$ cat src/rtl/hazard_ctrl_mc.sv
`default_nettype none
// ============================================================================
//  Module      : hazard_ctrl_mc
//  Description : Multi-cycle hazard controller for a 5-stage RISC-V pipeline.
//                Detects load-use hazards against the instruction in ID and
//                stalls for LOAD_LAT cycles. Flushes IF/ID on a taken branch
//                and freezes the whole pipe while data memory is busy.
//                Optional feature macro: HAZARD_PERF_EN
//                (adds the perf_stall_cycles and perf_flushes counters).
//  Revision    : 1.0 - initial release
// ============================================================================
module hazard_ctrl_mc #(
    parameter int REG_AW   = 5,
    // Load-use stall cycles, legal range 1..15.
    parameter int LOAD_LAT = 1,
    // Stall counter width, must satisfy 2**CNT_W > LOAD_LAT.
    parameter int CNT_W    = 4
) (
    input  logic              clk,
    input  logic              rst,
    input  logic [REG_AW-1:0] id_rs1,
    input  logic [REG_AW-1:0] id_rs2,
    input  logic              id_use_rs1,
    input  logic              id_use_rs2,
    input  logic [REG_AW-1:0] ex_rd,
    input  logic              ex_mem_read,
    input  logic              ex_branch_taken,
    input  logic              mem_busy,
    output logic              pc_write,
    output logic              if_id_write,
    output logic              if_id_flush,
    output logic              control_sel,
    output logic              pipe_hold,
    output logic              stall_active
`ifdef HAZARD_PERF_EN
    ,
    output logic [31:0]       perf_stall_cycles,
    output logic [31:0]       perf_flushes
`endif
);

    typedef enum logic [0:0] {
        ST_RUN   = 1'b0,
        ST_STALL = 1'b1
    } state_t;

    // Counter value loaded on entering STALL: the hit cycle itself is the
    // first bubble, so LOAD_LAT-1 bubbles remain.
    localparam logic [CNT_W-1:0] c_STALL_INIT = CNT_W'(LOAD_LAT - 1);
    localparam logic [CNT_W-1:0] c_CNT_ONE    = CNT_W'(1);

    state_t           r_state;
    state_t           w_next_state;
    logic [CNT_W-1:0] r_cnt;
    logic [CNT_W-1:0] w_next_cnt;
    logic             w_hit;
    logic             w_bubble;

    // Load-use hazard: a load in EX writes a non-x0 register that ID really reads.
    assign w_hit = ex_mem_read
                 & (ex_rd != '0)
                 & ((id_use_rs1 & (ex_rd == id_rs1))
                 |  (id_use_rs2 & (ex_rd == id_rs2)));

    // State and stall counter register.
    always_ff @(posedge clk or posedge rst) begin
        if (rst) begin
            r_state <= ST_RUN;
            r_cnt   <= '0;
        end else begin
            r_state <= w_next_state;
            r_cnt   <= w_next_cnt;
        end
    end

    // Next-state and pipeline control in priority order: reset, busy, branch, hazard.
    always_comb begin
        w_next_state = r_state;
        w_next_cnt   = r_cnt;
        pc_write     = 1'b1;
        if_id_write  = 1'b1;
        if_id_flush  = 1'b0;
        control_sel  = 1'b0;
        pipe_hold    = 1'b0;
        w_bubble     = 1'b0;

        if (rst) begin
            // Reset holds the front end and keeps a bubble in ID/EX.
            pc_write     = 1'b0;
            if_id_write  = 1'b0;
            control_sel  = 1'b1;
            w_next_state = ST_RUN;
            w_next_cnt   = '0;
        end else if (mem_busy) begin
            // Whole pipe frozen; state and counter hold their values.
            pc_write    = 1'b0;
            if_id_write = 1'b0;
            pipe_hold   = 1'b1;
        end else if (ex_branch_taken) begin
            // Taken branch squashes the wrong-path instructions and aborts any stall.
            if_id_flush  = 1'b1;
            control_sel  = 1'b1;
            w_next_state = ST_RUN;
            w_next_cnt   = '0;
        end else if (r_state == ST_STALL) begin
            // Remaining bubbles of a multi-cycle load-use stall; hit ignored here.
            pc_write    = 1'b0;
            if_id_write = 1'b0;
            control_sel = 1'b1;
            w_bubble    = 1'b1;
            w_next_cnt  = r_cnt - c_CNT_ONE;
            if (r_cnt == c_CNT_ONE) begin
                w_next_state = ST_RUN;
            end
        end else if (w_hit) begin
            // First bubble is issued in the same cycle the hazard is seen.
            pc_write    = 1'b0;
            if_id_write = 1'b0;
            control_sel = 1'b1;
            w_bubble    = 1'b1;
            if (LOAD_LAT > 1) begin
                w_next_state = ST_STALL;
                w_next_cnt   = c_STALL_INIT;
            end
        end
    end

    assign stall_active = (r_state == ST_STALL);

`ifdef HAZARD_PERF_EN
    logic [31:0] r_perf_stall;
    logic [31:0] r_perf_flush;

    // Event counters; busy cycles never assert bubble or flush, so they freeze here.
    always_ff @(posedge clk or posedge rst) begin
        if (rst) begin
            r_perf_stall <= '0;
            r_perf_flush <= '0;
        end else begin
            if (w_bubble) begin
                r_perf_stall <= r_perf_stall + 32'd1;
            end
            if (if_id_flush) begin
                r_perf_flush <= r_perf_flush + 32'd1;
            end
        end
    end

    assign perf_stall_cycles = r_perf_stall;
    assign perf_flushes      = r_perf_flush;
`endif

endmodule
`default_nettype wire

$ cat config.mk
export PLATFORM = sky130hd
export DESIGN_NAME = hazard_ctrl_mc
export DESIGN_NICKNAME = d
export VERILOG_FILES = /design/src/rtl/hazard_ctrl_mc.sv
export SDC_FILE = /design/constraint.sdc
export NUM_CORES = 1
export LEC_CHECK = 0
export CAP_MARGIN = 20
export CORE_UTILIZATION = 32
export DETAILED_ROUTE_END_ITERATION = 8
export PLACE_DENSITY = 0.75
export SYNTH_ARGS = -nofsm -noshare
export SYNTH_HDL_FRONTEND = slang
export SYNTH_SLANG_ARGS = --single-unit
export TNS_END_PERCENT = 30
$ cat constraint.sdc
create_clock -name clk -period 1.7 [get_ports clk]
set_clock_uncertainty 0.05 [all_clocks]
set_input_delay 0.34 -clock clk [delete_from_list [all_inputs] [get_ports clk]]
set_output_delay 0.34 -clock clk [all_outputs]
set_load 0.03 [all_outputs]
==> results.cfg <==
[clock_tree]
cts_buffers = 3
root_buffer = clkbuf_4
clock-sinks = 5
cts_buffer_depth = 2
cts_tree = built
h-tree-depth = 1
hold_buffers = 0
clkSlewWorstSetupHoldPaths_ns = 0.05
clock_latency_ns = 0.25

[timing]
drv_slew = 0
maxSlewHeadroom_pct = 69.1
fin_crit_sh_pct = 120
hold_viol_final = 0
max_freq_ghz = 0.490
setup_violations = 3
period_minus_slack_ns = 2.04
rsz0062_at_grt = yes
fin_ws_ns = -0.339
worst_pin_slew_ns = 0.458

[final_layout]
nNetsFinal = 124
layout_common_cells = buf_4, buf_6, a21oi_1, xor2_1, dlygate4sd2_1
fillers = 114
syn_to_final_growth_pct = 87.5
seqCellArea_um2 = 125
final_common_cell = buf_4
final_cells = 114
antenna_cells = 0
final_core_util_pct = 66.7
layout-drive-gt1-share_pct = 39.4
postLayoutCellArea_um2 = 901
multi_input_area_um2 = 367

[die]
io_pins = 28
core_um2 = 1350
die_area_um2 = 1660
die_width_um = 40.8
row_count = 13
die_y_um = 40.8
initial_utilization_pct = 35.6

[worst_setup_path]
start_kind = input pin
critPathCaptureType = output pin
crit_fanout = 2
cp.required_ns = 1.31
slowest_stage = o311a_4
reg2regPathDepth = 4
startpoint = ex_rd[1]
reg2reg_from = stall_active
critPathKind = in -> out
cpMostUsedCell = buf_6
cpPeakStageDelay_ns = 0.32
arrival_ns = 1.65
crit_chain = buf_6 > buf_6 > xor2_2 > nor4_2 > a32oi_1 > buf_4 > o311a_4 > buf_6

[route]
viasPerCell = 4.96
drt_iter0_drc = 9
route.detailed.drc = 0
wire_per_inst_um = 12.4
wl_um = 1410
first_pass_iters = 4
ant_nets = 0
num_vias = 565

[synth]
synth_ff_type = dfrtp_1
synthDistinctLibCells = 29
async_flop_share_pct = 100
synthTopCellsByArea = dfrtp_1, xor2_1, a21oi_1
yosysTopAreaCellShare_pct = 26.0
syn-num-nets = 81
synth_edf_count = 0
synthesis.area_um2 = 480
ys_seq_elements = 5
synthCells = 57
synth_top_cell_by_area = dfrtp_1
yosysWarnings = 0
syn_area_per_cell_um2 = 8.43
synth-seq-area-share_pct = 26.0

[placement]
hpwl_um = 1100
finalWeightedCongestion = 0.688
placed_area_um2 = 852
portBuffers = 27
placed_cells = 108

[global_routing]
grt_start_max_net_pins = 12
antenna_found_initial = 0
grt_pass1_vias = 505
grt_overflow_total = 0
track_usage_pct = 19.4
grt_pass1_wl_um = 2080

[power]
power_density_nw_per_um2 = 465
peakVddDrop_mv = 0.406
p_leak_nw = 0.422

[job]
cap_viol_max_count = 0

[outcome]
violations = setup timing
status = finished with violations

[min_path]
hp-class = in -> async
## final cells by class
| type | count | area share, % |
|---|---|---|
| clock buffer | 4 | 2.92 |
| sequential | 5 | 13.9 |
| multi-input combinational | 45 | 40.7 |
| tap | 15 | 2.08 |
| inverter | 4 | 1.67 |
| timing repair buffer | 41 | 38.8 |
## metrics by stage
step,TNS (ns),hold WS (ns),setup WS [ns],power [W]
after detailed placement,-2.83,0.479,-0.985,0.000278
after floorplan,-0.159,0.240,-0.122,0.000186
after global placement,-2.77,0.454,-0.967,0.000274
after global routing,-1.16,0.372,-0.434,0.000440
after CTS,-1.14,0.307,-0.407,0.000418
final,-0.860,0.305,-0.339,0.000419
## routing by layer
| layer | part of all wire [%] | vias up | global-route usage, % |
|---|---|---|---|
| met5 | 0 | - | 0 |
| met4 | 0 | 0 | 0 |
| met3 | 4.8 | 0 | 8.15 |
| met2 | 54 | 18 | 36.1 |
| met1 | 42 | 260 | 21.6 |
| li1 | - | 287 | - |
## sequential cells by signal, indices dropped and copies added (netlist names)
| signal | flops |
|---|---|
| stall_active | 1 |
| r_cnt | 4 |
## logic make-up after synthesis
group / Yosys count / synth area share (%)
AO/OA/AOI/OAI: 15 / 21.1
XOR/XNOR: 10 / 18.2
adder cells (fa/ha/maj): 2 / 5.21
buffers and inverters: 7 / 6.51
flip-flops: 5 / 26.0
AND/OR/NAND/NOR: 18 / 22.9
## worst max-delay path, delay by kind of cell
family | cells | cell delay (ns)
AO/OA/AOI/OAI | 2 | 0.47
buffers and inverters | 4 | 0.50
AND/OR/NAND/NOR | 1 | 0.20
XOR/XNOR | 1 | 0.14
## path summary, 6_finish.rpt
path                                      to  slack, ns
worst max register to register      r_cnt[3]       0.31
worst min register to register      r_cnt[3]       0.48
max in group asynchronous           r_cnt[1]       1.17
worst max-delay path                pc_write      -0.34
min in group clk                    r_cnt[3]       0.48
worst min-delay path            stall_active       0.31
## cells in the mapped netlist, types with 2 or more instances
cell     n
xor2_1   8
xnor2_1  2
nor4b_1  3
nor3_1   3
inv_1    4
ha_1     2
dfrtp_1  5
a21oi_1  6
nor2_1   4
## where the power goes
part / switching (W) / internal (W) / leakage, nW
Sequential: 0 / 0.000119 / 0.0699
Clock: 0.0000520 / 0.0000889 / 0.0150
Combinational: 0.0000714 / 0.0000874 / 0.337
## what timing repair did
action,4_1_cts,5_1_grt
setup buffers,2,0
setup endpoints to repair,6,5
resized for setup,53,12
pin swaps,11,3
Power figures use the tool's default switching activity.
